<file path="src/rtl/face_pkg.sv">
// Shared definitions for the face-tracking pipeline: FSM states, default
// chroma skin box and a width helper for sizing per-frame counters.
package face_pkg;

  typedef enum logic [1:0] {
    IDLE   = 2'd0,
    ACTIVE = 2'd1,
    END    = 2'd2
  } state_e;

  localparam int CB_MIN_DEF = 77;
  localparam int CB_MAX_DEF = 127;
  localparam int CR_MIN_DEF = 133;
  localparam int CR_MAX_DEF = 173;

  // Ceiling log2; a counter that must hold the value N needs clog2(N+1) bits.
  function automatic int clog2(input longint unsigned value);
    int bits;
    longint unsigned v;
    bits = 0;
    if (value > 1) begin
      v = value - 1;
      while (v > 0) begin
        bits++;
        v = v >> 1;
      end
    end
    return bits;
  endfunction

endpackage

</file>
<file path="src/rtl/skin_classifier.sv">
// Combinational chroma box test: a pixel is skin when both Cb and Cr fall
// inside their inclusive unsigned bounds.
module skin_classifier #(
  parameter int DATA_WIDTH = 8,
  parameter int CB_MIN     = 77,
  parameter int CB_MAX     = 127,
  parameter int CR_MIN     = 133,
  parameter int CR_MAX     = 173
) (
  input  logic [DATA_WIDTH-1:0] cb_i,
  input  logic [DATA_WIDTH-1:0] cr_i,
  output logic                  skin_o
);

  localparam logic [DATA_WIDTH-1:0] CbLo = DATA_WIDTH'(CB_MIN);
  localparam logic [DATA_WIDTH-1:0] CbHi = DATA_WIDTH'(CB_MAX);
  localparam logic [DATA_WIDTH-1:0] CrLo = DATA_WIDTH'(CR_MIN);
  localparam logic [DATA_WIDTH-1:0] CrHi = DATA_WIDTH'(CR_MAX);

  // Both channels must sit inside the box; bounds are inclusive.
  always_comb begin
    skin_o = (cb_i >= CbLo) && (cb_i <= CbHi) && (cr_i >= CrLo) && (cr_i <= CrHi);
  end

endmodule

</file>
<file path="src/rtl/skin_coord_gen.sv">
// Raster tracker feeding the centroid stage: classifies each pixel, emits the
// (x,y) of skin pixels one cycle later, and closes every frame with a single
// coord_end pulse (plus frame_abort when a new sof cut the frame short).
module skin_coord_gen
  import face_pkg::*;
#(
  parameter int DATA_WIDTH  = 8,
  parameter int IMG_WIDTH   = 256,
  parameter int IMG_HEIGHT  = 256,
  parameter int CB_MIN      = CB_MIN_DEF,
  parameter int CB_MAX      = CB_MAX_DEF,
  parameter int CR_MIN      = CR_MIN_DEF,
  parameter int CR_MAX      = CR_MAX_DEF,
  parameter int COUNT_WIDTH = 17
) (
  input  logic                   clk,
  input  logic                   rst_n,
  input  logic [DATA_WIDTH-1:0]  pix_cb,
  input  logic [DATA_WIDTH-1:0]  pix_cr,
  input  logic                   pix_valid,
  input  logic                   pix_sof,
  output logic [DATA_WIDTH-1:0]  coord_x,
  output logic [DATA_WIDTH-1:0]  coord_y,
  output logic                   coord_enable,
  output logic                   coord_end,
  output logic [COUNT_WIDTH-1:0] skin_count,
  output logic                   frame_abort
);

  localparam logic [DATA_WIDTH-1:0]  XLast   = DATA_WIDTH'(IMG_WIDTH - 1);
  localparam logic [DATA_WIDTH-1:0]  YLast   = DATA_WIDTH'(IMG_HEIGHT - 1);
  localparam logic [COUNT_WIDTH-1:0] CntMax  = {COUNT_WIDTH{1'b1}};

  state_e                 state_q, state_d;
  logic [DATA_WIDTH-1:0]  xPos_q, xPos_d;
  logic [DATA_WIDTH-1:0]  yPos_q, yPos_d;
  logic [COUNT_WIDTH-1:0] frameCnt_q, frameCnt_d;
  logic                   abortEnd_q, abortEnd_d;
  logic [DATA_WIDTH-1:0]  coordX_q, coordX_d;
  logic [DATA_WIDTH-1:0]  coordY_q, coordY_d;
  logic                   coordEn_q, coordEn_d;
  logic                   coordEnd_q, coordEnd_d;
  logic [COUNT_WIDTH-1:0] skinCnt_q, skinCnt_d;
  logic                   frameAbort_q, frameAbort_d;

  logic                   pixSkin;
  logic                   take;
  logic [DATA_WIDTH-1:0]  pixX;
  logic [DATA_WIDTH-1:0]  pixY;
  logic [COUNT_WIDTH-1:0] cntBase;

  skin_classifier #(
    .DATA_WIDTH (DATA_WIDTH),
    .CB_MIN     (CB_MIN),
    .CB_MAX     (CB_MAX),
    .CR_MIN     (CR_MIN),
    .CR_MAX     (CR_MAX)
  ) uClassifier (
    .cb_i   (pix_cb),
    .cr_i   (pix_cr),
    .skin_o (pixSkin)
  );

  // Next-state and registered-output logic: decide whether this cycle's pixel
  // is taken, where it sits in the raster, and how the frame ends.
  always_comb begin
    state_d      = state_q;
    xPos_d       = xPos_q;
    yPos_d       = yPos_q;
    frameCnt_d   = frameCnt_q;
    abortEnd_d   = abortEnd_q;
    coordX_d     = coordX_q;
    coordY_d     = coordY_q;
    coordEn_d    = 1'b0;
    coordEnd_d   = 1'b0;
    skinCnt_d    = skinCnt_q;
    frameAbort_d = 1'b0;
    take         = 1'b0;
    pixX         = xPos_q;
    pixY         = yPos_q;
    cntBase      = frameCnt_q;

    case (state_q)
      IDLE: begin
        if (pix_valid && pix_sof) begin
          take    = 1'b1;
          pixX    = '0;
          pixY    = '0;
          cntBase = '0;
        end
      end
      ACTIVE: begin
        if (pix_valid) begin
          if (pix_sof) begin
            // A new frame started before this one finished: report the
            // abort right away and keep the previous skin_count.
            state_d      = END;
            abortEnd_d   = 1'b1;
            coordEnd_d   = 1'b1;
            frameAbort_d = 1'b1;
          end else begin
            take = 1'b1;
          end
        end
      end
      END: begin
        state_d    = IDLE;
        abortEnd_d = 1'b0;
        if (!abortEnd_q) begin
          coordEnd_d = 1'b1;
          skinCnt_d  = frameCnt_q;
        end
      end
      default: begin
        state_d = IDLE;
      end
    endcase

    if (take) begin
      if (pixSkin) begin
        coordEn_d  = 1'b1;
        coordX_d   = pixX;
        coordY_d   = pixY;
        frameCnt_d = (cntBase == CntMax) ? cntBase : cntBase + COUNT_WIDTH'(1);
      end else begin
        frameCnt_d = cntBase;
      end

      if (pixX == XLast) begin
        xPos_d = '0;
        yPos_d = pixY + DATA_WIDTH'(1);
      end else begin
        xPos_d = pixX + DATA_WIDTH'(1);
        yPos_d = pixY;
      end

      if ((pixX == XLast) && (pixY == YLast)) begin
        state_d    = END;
        abortEnd_d = 1'b0;
      end else begin
        state_d = ACTIVE;
      end
    end
  end

  // State and output registers; reset drops everything to idle immediately.
  always_ff @(posedge clk or negedge rst_n) begin
    if (!rst_n) begin
      state_q      <= IDLE;
      xPos_q       <= '0;
      yPos_q       <= '0;
      frameCnt_q   <= '0;
      abortEnd_q   <= 1'b0;
      coordX_q     <= '0;
      coordY_q     <= '0;
      coordEn_q    <= 1'b0;
      coordEnd_q   <= 1'b0;
      skinCnt_q    <= '0;
      frameAbort_q <= 1'b0;
    end else begin
      state_q      <= state_d;
      xPos_q       <= xPos_d;
      yPos_q       <= yPos_d;
      frameCnt_q   <= frameCnt_d;
      abortEnd_q   <= abortEnd_d;
      coordX_q     <= coordX_d;
      coordY_q     <= coordY_d;
      coordEn_q    <= coordEn_d;
      coordEnd_q   <= coordEnd_d;
      skinCnt_q    <= skinCnt_d;
      frameAbort_q <= frameAbort_d;
    end
  end

  assign coord_x      = coordX_q;
  assign coord_y      = coordY_q;
  assign coord_enable = coordEn_q;
  assign coord_end    = coordEnd_q;
  assign skin_count   = skinCnt_q;
  assign frame_abort  = frameAbort_q;

endmodule
</file>
<file path="config.mk">
export PLATFORM = sky130hd
export DESIGN_NAME = skin_coord_gen
export DESIGN_NICKNAME = d
export VERILOG_FILES = /design/src/rtl/face_pkg.sv /design/src/rtl/skin_classifier.sv /design/src/rtl/skin_coord_gen.sv
export SDC_FILE = /design/constraint.sdc
export NUM_CORES = 1
export LEC_CHECK = 0
export BUFFER_PORTS_ARGS = -buffer_cell sky130_fd_sc_hd__buf_4
export CORE_AREA = 2 2 80 82
export DETAILED_ROUTE_END_ITERATION = 6
export DIE_AREA = 0 0 82 84
export PLACE_DENSITY = 0.91
export SYNTH_ARGS = -nofsm -noshare
export SYNTH_HDL_FRONTEND = slang
export SYNTH_SLANG_ARGS = --single-unit
</file>
<file path="constraint.sdc">
create_clock -name clk -period 4.46 [get_ports clk]
set_input_delay 0.446 -clock clk [delete_from_list [all_inputs] [get_ports clk]]
set_output_delay 0.446 -clock clk [all_outputs]
set_load 0.1 [all_outputs]
</file>
==> results of run 1 <==
worst max-delay path: stages (launching register included):
cell and delay, ps:
dfrtp_1 420, inv_1 100, ha_1 270, nand3_1 400, buf_4 330, and2_1 190
ha_1 220, nand3_1 220, or4_4 560, nand2b_1 190, nor3_2 240, o221a_2 220
metrics by stage:
stage / utilization, % / hold slack [ps]
after floorplan: - / 150
after global placement: 64.5 / 471
after detailed placement: 64.5 / 475
after CTS: 68.3 / 240
after global routing: 68.3 / 278
final: 68.3 / 212
kinds of logic (layout without fill, tap and decap cells):
logic type | count (synthesis) | in the layout | share of synthesized area (%)
xor+xnor | 12 | 12 | 2.99
simple gates | 133 | 133 | 20.2
flops | 72 | 72 | 51.2
mux | 26 | 26 | 8.21
buf+inv | 25 | 80 | 3.81
compound gates | 65 | 65 | 11.5
fa+ha+maj | 6 | 6 | 2.13
synth_stat cells (2+ instances only):
| cell type | n |
|---|---|
| or4_1 | 6 |
| inv_1 | 7 |
| ha_1 | 6 |
| a31oi_1 | 6 |
| nand4_1 | 7 |
| and3_1 | 3 |
| xor2_1 | 4 |
| nand3b_1 | 2 |
| nor3_1 | 2 |
| mux2_2 | 22 |
| nor2_1 | 17 |
| o21ai_0 | 25 |
| a21oi_1 | 11 |
| nand2b_1 | 4 |
| mux2i_1 | 3 |
| buf_6 | 4 |
| nor3b_1 | 2 |
| nand2_1 | 48 |
| dfrtp_1 | 72 |
| buf_2 | 5 |
| nor4_1 | 6 |
| clkbuf_1 | 7 |
| or4_4 | 2 |
| and2_1 | 7 |
| nand3_1 | 16 |
| o311ai_0 | 2 |
| nor4_2 | 3 |
| o31ai_1 | 9 |
| xnor2_1 | 8 |
layout make-up:
cell class	count	share of cell area [%]
clock inverter	6	2.58
multi-input combinational	242	38.0
timing repair buffer	56	10.1
tap	77	2.31
sequential	72	43.2
inverter	8	0.721
clock buffer	10	3.06
sequential cells by signal, indices dropped and copies added, names as in the netlist:
| register | count |
|---|---|
| xPos_q | 8 |
| yPos_q | 8 |
| coord_enable | 1 |
| coord_end | 1 |
| coord_x | 8 |
| abortEnd_q | 1 |
| frameCnt_q | 17 |
| frame_abort | 1 |
| skin_count | 17 |
| state_q | 2 |
| coord_y | 8 |
power groups by stage:
| stage | clock network (mW) | logic (mW) | registers [mW] |
|---|---|---|---|
| after global placement | 0 | 0.494 | 0.767 |
| after CTS | 0.619 | 0.517 | 0.759 |
| after detailed placement | 0 | 0.509 | 0.771 |
| after floorplan | 0 | 0.249 | 0.909 |
| final | 0.611 | 0.516 | 0.761 |
| after global routing | 0.652 | 0.556 | 0.768 |
metal layers:
layer,vias up,GRT usage [%]
li1,1316,-
met3,7,6.93
met1,1347,30.4
met5,-,0
met2,81,38.7
met4,0,7.12
how the worst max path moves through the flow:
stage                     startpoint         end  cells past startpoint
final                     state_q[1]  state_q[1]                     11
after global routing      state_q[1]  state_q[1]                     11
after CTS                 state_q[1]  state_q[1]                     11
after detailed placement  state_q[1]  state_q[1]                     11
after global placement    state_q[1]  state_q[1]                     11
after floorplan           state_q[0]   yPos_q[7]                     11
==> reports/summary.json, run 1 <==
{
  "outcome": {
    "status": "complete, no violations"
  },
  "drt": {
    "dr_wl_met2_um": 3790,
    "detailroute.wirelength.met3_um": 370,
    "met1Wirelength_um": 3120,
    "dr_total_vias": 2751,
    "ant_nets": 0,
    "final_wirelength_um": 7370,
    "drc": 0,
    "avgViaCountPerCell": 5.84,
    "drt-wirelength-per-cell_um": 15.6,
    "drt_iter0_markers": 247,
    "drtPass1Iterations": 5,
    "maxUsedRoutingLayer": "met4"
  },
  "clock_network": {
    "tritoncts": "done",
    "cts_root_buf": "clkbuf_8",
    "cts_made_buffers": 9,
    "insertion_delay_ps": 360,
    "cts_max_path_buffers": 2,
    "cts.repair.resized": 0,
    "postCtsSetupRepairBufs": 0,
    "clock-sinks": 72,
    "cts.htree.levels": 3,
    "cts.clk_slew.worst_paths_ps": 70,
    "cts_hold_buffers": 0
  },
  "timing": {
    "maximum_operating_frequency_ghz": 0.294,
    "timing_max_transition_violations_final": 0,
    "worst_pin_slew_ps": 865,
    "setup_tns_ps": 0,
    "unrepaired_setup_endpoints_after_global_routing": "false",
    "hold_viol_final": 0,
    "timing.final.ws_setup_ps": 1060,
    "final_period_minus_worst_setup_slack_ps": 3400,
    "report.final.setup_viol": 0,
    "setup_skew_ps": 11.2,
    "post-route-period-util_pct": 76.3,
    "relSlewSlack_pct": 42.3
  },
  "synthesis": {
    "synth_top_area_share_pct": 51.2,
    "syn_avg_cell_area_sq_um": 10.4,
    "yosys_register_bits": 72,
    "post-synth-top-area-cell": "dfrtp_1",
    "synth_area_sq_mm": 0.00352,
    "synth-async-reset-ratio_pct": 100,
    "register_area_share_after_synthesis_pct": 51.2,
    "yosysUniqueCellTypes": 52,
    "ys_top_cells_by_area": "dfrtp_1, mux2_2, nand2_1, o21ai_0, nand3_1",
    "synth_top_flop_cell": "dfrtp_1",
    "syn-num-nets": 365,
    "synth_cells": 339,
    "ys_warn_count": 0,
    "synth_enable_flop_cells": 0
  },
  "pwr": {
    "p_sw_share_pct": 34.6,
    "p_sw_mw": 0.654,
    "power.share.combinational_pct": 27.3,
    "power.leakage_nw": 1.89,
    "irDropWorstVdd_mv": 0.412,
    "power.clock.fraction_pct": 32.4,
    "power.density_mw_per_mm2": 453,
    "totalPowerFinal_mw": 1.89,
    "seq_power_share_pct": 40.3,
    "internal_portion_of_total_power_mw": 1.23
  },
  "cells_and_area": {
    "final-seq-area_sq_mm": 0.00180,
    "final_layout_size_suffix_gt1_share_pct": 26.1,
    "syn_to_final_growth_pct": 18.4,
    "stdcell_count": 471,
    "fillCellCount": 456,
    "final_cell_mix": "dfrtp_1, buf_4, nand2_1",
    "layout.nets": 415,
    "antennaDiodeCount": 0,
    "final_common_cell": "dfrtp_1",
    "multiInputGateArea_sq_mm": 0.00158,
    "design_area_sq_mm": 0.00417
  },
  "placement": {
    "place_worst_setup_slack_ps": 1080,
    "place_hpwl_um": 5050,
    "placed_cell_area_sq_mm": 0.00393,
    "routabilityCongestion": 0.863,
    "dp_cells": 455,
    "buffer_ports.inserted": 55
  },
  "worst_hold_path": {
    "hold_path.class": "in2async"
  },
  "setup_path": {
    "reg2regPathDepth": 11,
    "reg2reg_setup_slack_ps": 1060,
    "worst_ep_arrival_time_ps": 3690,
    "worst_r2r_endpoint": "state_q[1]",
    "rr_startpoint": "state_q[1]",
    "endpoint_kind": "flop",
    "timing.setup.critical_path_class": "reg2reg",
    "setup.worst_path.start_class": "flop",
    "critPathRequiredTime_ps": 4750,
    "critical_path_peak_fanout": 22
  },
  "die": {
    "initial_core_util_pct": 57.7,
    "top_level_ports": 56,
    "floorplan.die_area_sq_mm": 0.00689,
    "die_w_um": 82,
    "row_count": 29,
    "dieHeight_um": 84,
    "placeableCoreArea_sq_mm": 0.00610
  },
  "grt": {
    "initial_antenna_violation_count": 0,
    "grt_pass1_wl_um": 12600,
    "total_track_usage_pct": 23.7,
    "grt_start_max_net_pins": 73,
    "gr-total-overflow": 0,
    "number_of_global_route_vias_before_repair": 2722
  },
  "run": {
    "drv.max_cap_violation_count": 0
  }
}
No activity file was read; power rests on OpenSTA's default activity.
==> inputs of run 2 (changes only) <==
Settings changed: CORE_AREA 2 2 80 82 to 2 2 83 85, DIE_AREA 0 0 82 84 to 0 0 85 87, PLACE_DENSITY 0.91 to 0.86.
Clock period 4.46 ns to 3.5 ns, I/O delays scaled along.
==> run 2 against run 1 <==
Clock power fell by 12%. Die area rose by 7.4%. Final cell count rose by 0.21%. Sequential share of layout area rose by 0.73 points. Non-clock buffer count rose by 2. Combinational power rose by 29%. Total power rose by 15%. Global-route usage fell by 3.2 points. Routed wire length fell by 0.79%. Critical endpoint is now frameCnt_q[13]. Largest cell class unchanged.
==> reports/summary.json, run 2 (synthesis gave the netlist of run 1 again) <==
{
  "outcome": {
    "status": "complete, no violations"
  },
  "grt": {
    "grt_pass1_wl_um": 12100,
    "grt_start_max_net_pins": 73,
    "initial_antenna_violation_count": 0,
    "total_track_usage_pct": 20.6,
    "gr-total-overflow": 0,
    "number_of_global_route_vias_before_repair": 2619
  },
  "placement": {
    "place_hpwl_um": 5020,
    "routabilityCongestion": 0.840,
    "dp_cells": 460,
    "place_worst_setup_slack_ps": 619,
    "placed_cell_area_sq_mm": 0.00395,
    "buffer_ports.inserted": 55
  },
  "timing": {
    "relSlewSlack_pct": 40.3,
    "timing.hold.ws_ps": 136,
    "maximum_operating_frequency_ghz": 0.339,
    "worst_pin_slew_ps": 895,
    "setup_skew_ps": 5.08,
    "setup_tns_ps": 0,
    "report.final.setup_viol": 0,
    "post-route-period-util_pct": 84.3,
    "hold_viol_final": 0,
    "unrepaired_setup_endpoints_after_global_routing": "false",
    "timing.final.ws_setup_ps": 550,
    "timing_max_transition_violations_final": 0,
    "final_period_minus_worst_setup_slack_ps": 2950
  },
  "drt": {
    "dr_total_vias": 2768,
    "avgViaCountPerCell": 5.86,
    "drtPass1Iterations": 4,
    "drt_iter0_markers": 203,
    "ant_nets": 0,
    "final_wirelength_um": 7310,
    "drt-wirelength-per-cell_um": 15.5,
    "drc": 0
  },
  "pwr": {
    "irDropWorstVdd_mv": 0.489,
    "power.density_mw_per_mm2": 530,
    "totalPowerFinal_mw": 2.17,
    "seq_power_share_pct": 44.7,
    "power.clock.fraction_pct": 24.7,
    "internal_portion_of_total_power_mw": 1.36,
    "power.share.combinational_pct": 30.6,
    "p_sw_share_pct": 37.3,
    "power.leakage_nw": 1.87,
    "p_sw_mw": 0.811
  },
  "setup_path": {
    "timing.setup.critical_path_class": "reg2reg",
    "critPathRequiredTime_ps": 3760,
    "setup.worst_path.start_class": "flop",
    "worst_ep_arrival_time_ps": 3210,
    "critical_path_peak_fanout": 25,
    "endpoint_kind": "flop"
  },
  "clock_network": {
    "postCtsSetupRepairBufs": 0,
    "insertion_delay_ps": 340,
    "clock-sinks": 72,
    "cts_hold_buffers": 0,
    "cts_root_buf": "clkbuf_8",
    "cts.repair.resized": 0,
    "cts_made_buffers": 9,
    "cts.clk_slew.worst_paths_ps": 70,
    "tritoncts": "done",
    "cts_max_path_buffers": 2,
    "cts.htree.levels": 3
  },
  "cells_and_area": {
    "utilization_pct": 62.4,
    "stdcell_count": 472,
    "antennaDiodeCount": 0,
    "syn_to_final_growth_pct": 16.5,
    "final_common_cell": "dfrtp_1",
    "layout.nets": 417,
    "design_area_sq_mm": 0.00410,
    "final_layout_size_suffix_gt1_share_pct": 26.0,
    "final_cell_mix": "dfrtp_1, buf_4, nand2_1"
  },
  "die": {
    "placeableCoreArea_sq_mm": 0.00657,
    "floorplan.die_area_sq_mm": 0.00740,
    "dieHeight_um": 87,
    "top_level_ports": 56,
    "row_count": 30,
    "die_w_um": 85,
    "initial_core_util_pct": 53.6
  },
  "worst_hold_path": {
    "hold_path.class": "in2async"
  },
  "run": {
    "drv.max_cap_violation_count": 0
  }
}
run 2: changes by cell type in the layout (fill, tap and decap cells not counted):
cell | before | now
bufinv_16 | 3 | 0
buf_4 | 56 | 58
clkbuf_1 | 1 | 0
clkbuf_8 | 9 | 10
clkinvlp_4 | 1 | 0
run 2: power groups by stage:
stage | Clock (mW) | Sequential (mW) | Combinational, mW
3_3_place_gp | 0 | 0.975 | 0.640
5_1_grt | 0.582 | 0.978 | 0.711
6_report | 0.538 | 0.971 | 0.664
3_5_place_dp | 0 | 0.983 | 0.661
2_1_floorplan | 0 | 1.16 | 0.317
4_1_cts | 0.546 | 0.969 | 0.666
run 2: path summary, 6_finish.rpt:
check	depth (start not counted)	endpoint	from	slack (ps)
hold / removal	1	skin_count[4]	rst_n	140
setup / recovery	10	frameCnt_q[13]	state_q[0]	550
max in group asynchronous	1	yPos_q[2]	rst_n	2790
hold reg to reg	2	coord_y[2]	coord_y[2]	480
setup reg to reg	10	frameCnt_q[13]	state_q[0]	550
min in group clk	3	frame_abort	pix_sof	330
run 2: area by class of cell:
| type | count | area (sq um) |
|---|---|---|
| Fill cell | 530 | 2470 |
| Sequential cell | 72 | 1800 |
| Multi-Input combinational cell | 242 | 1580 |
| Timing Repair Buffer | 58 | 435 |
| Clock buffer | 10 | 138 |
| Tap cell | 80 | 100 |
| Inverter | 8 | 30.0 |
| Clock inverter | 2 | 10.0 |
run 2: worst max-delay path: stages, from the launching register on:
cell and delay, ps:
dfrtp_1 410, inv_1 110, ha_1 280, nand3_1 230
and2_1 250, ha_1 210, nand3_1 130, nor4_2 70
and4_1 450, or4_1 570, a21oi_1 170
run 2: layer usage:
metal / track usage, % / up-vias / wire length, um
li1: - / 1322 / -
met1: 25.4 / 1376 / 3110
met2: 35.2 / 56 / 3790
met3: 4.45 / 14 / 292
met4: 8.51 / 0 / 123
met5: 0 / - / 0
==> inputs of run 3 (changes only) <==
Clock period 3.5 ns to 2.82 ns, I/O delays scaled along.
==> run 3 against run 2 <==
Total power increased by 30%. Clock skew decreased by 0.97 ps. Cell area increased by 3.1%. Critical path depth increased by 1. Die area unchanged. Combinational power increased by 31%. Final cell count increased by 2.1%. Register-to-register slack got worse by 430 ps. Routed wire length increased by 5.7%.
==> reports/summary.json, run 3 (synthesis gave the netlist of run 1 again) <==
{
  "outcome": {
    "status": "complete, no violations"
  },
  "die": {
    "dieHeight_um": 87,
    "floorplan.die_area_sq_mm": 0.00740,
    "top_level_ports": 56,
    "row_count": 30,
    "placeableCoreArea_sq_mm": 0.00657,
    "die_w_um": 85,
    "initial_core_util_pct": 53.6
  },
  "clock_network": {
    "tritoncts": "done",
    "cts.clk_slew.worst_paths_ps": 70,
    "cts_root_buf": "clkbuf_8",
    "cts_max_path_buffers": 2,
    "cts.htree.levels": 3,
    "insertion_delay_ps": 340,
    "clock-sinks": 72,
    "cts_made_buffers": 9
  },
  "grt": {
    "initial_antenna_violation_count": 0,
    "grt_pass1_wl_um": 13000,
    "number_of_global_route_vias_before_repair": 2840,
    "total_track_usage_pct": 22.1,
    "gr-total-overflow": 0,
    "grt_start_max_net_pins": 73
  },
  "timing": {
    "timing_max_transition_violations_final": 0,
    "timing.final.ws_setup_ps": 119,
    "setup_tns_ps": 0,
    "maximum_operating_frequency_ghz": 0.370,
    "post-route-period-util_pct": 95.8,
    "relSlewSlack_pct": 40.8,
    "worst_pin_slew_ps": 888,
    "hold_viol_final": 0,
    "report.final.setup_viol": 0,
    "timing.hold.ws_ps": 43.5,
    "final_period_minus_worst_setup_slack_ps": 2700,
    "setup_skew_ps": 4.11
  },
  "placement": {
    "place_worst_setup_slack_ps": 69.4,
    "buffer_ports.inserted": 55,
    "place_hpwl_um": 5360,
    "routabilityCongestion": 0.853,
    "dp_cells": 469,
    "placed_cell_area_sq_mm": 0.00402
  },
  "pwr": {
    "irDropWorstVdd_mv": 0.659,
    "power.leakage_nw": 1.95,
    "power.density_mw_per_mm2": 671,
    "totalPowerFinal_mw": 2.84
  },
  "cells_and_area": {
    "fillCellCount": 504,
    "utilization_pct": 64.3,
    "multiInputGateArea_sq_mm": 0.00161,
    "stdcell_count": 482,
    "final_common_cell": "dfrtp_1",
    "final_cell_mix": "dfrtp_1, buf_4, nand2_1",
    "final_layout_size_suffix_gt1_share_pct": 28.6,
    "antennaDiodeCount": 0,
    "final-seq-area_sq_mm": 0.00180,
    "design_area_sq_mm": 0.00423,
    "syn_to_final_growth_pct": 20.1,
    "layout.nets": 426
  },
  "setup_path": {
    "critical_path_peak_fanout": 14,
    "timing.setup.critical_path_class": "reg2reg",
    "critPathRequiredTime_ps": 3040,
    "worst_path_largest_cell_delay_ps": 530,
    "endpoint_kind": "flop",
    "cp_slowest_cell": "or4_4",
    "setup.worst_path.start_class": "flop",
    "reg2regPathDepth": 11,
    "worst_ep_arrival_time_ps": 2920,
    "critical_path.cell_chain": "inv_1, ha_1, nand3_2, buf_6, and2_1, ha_2, nand3_1, or4_4, nor4_1, xnor2_1, nor2_1"
  },
  "run": {
    "drv.max_cap_violation_count": 0
  },
  "drt": {
    "drc": 0,
    "drtPass1Iterations": 4,
    "final_wirelength_um": 7730,
    "ant_nets": 0,
    "drt_iter0_markers": 212,
    "avgViaCountPerCell": 5.94,
    "drt-wirelength-per-cell_um": 16.0,
    "dr_total_vias": 2865
  },
  "worst_hold_path": {
    "hold_path.class": "in2async"
  }
}
## run 3: cell type report
class	count	share of cell area, %
inverters	8	0.711
clock buffers	12	3.43
well taps	80	2.37
repair buffers	67	12.0
multi-input cells	242	38.1
flip-flops and latches	72	42.6
clock inverters	1	0.711
## run 3: worst paths after layout
path	start	to	slack, ps
max in group asynchronous	rst_n	state_q[1]	2180
worst max-delay path	state_q[1]	yPos_q[7]	120
min in group clk	pix_valid	frame_abort	280
worst min register to register	coord_x[5]	coord_x[5]	480
worst min-delay path	rst_n	skin_count[2]	40
worst max register to register	state_q[1]	yPos_q[7]	120
## run 3: power by group
part           total (mW)  switching [mW]  leakage, nW  internal, mW
logic               0.868           0.583        0.874         0.285
registers            1.21          0.0900        0.984          1.12
clock network       0.760           0.341       0.0884         0.419
total                2.84            1.01         1.95          1.82
## run 3: layer usage
layer	routed length (um)	global-route usage (%)
met1	3180	26.8
met2	4030	37.4
met3	314	4.36
met4	205	11.4
met5	0	0
## run 3: critical path: cells and delay by family (launching register included)
kind                     cells  cell delay (ps)
adder cells (fa/ha/maj)      2              420
buffers and inverters        2              240
XOR/XNOR                     1              160
AND/OR/NAND/NOR              6             1340
flip-flops                   1              400
## run 3: timing repair
action	4_1_cts	5_1_grt
gates resized for setup	0	8
hold endpoints to repair	0	0
setup endpoints to repair	0	25
setup buffers	0	0
hold buffers	0	0
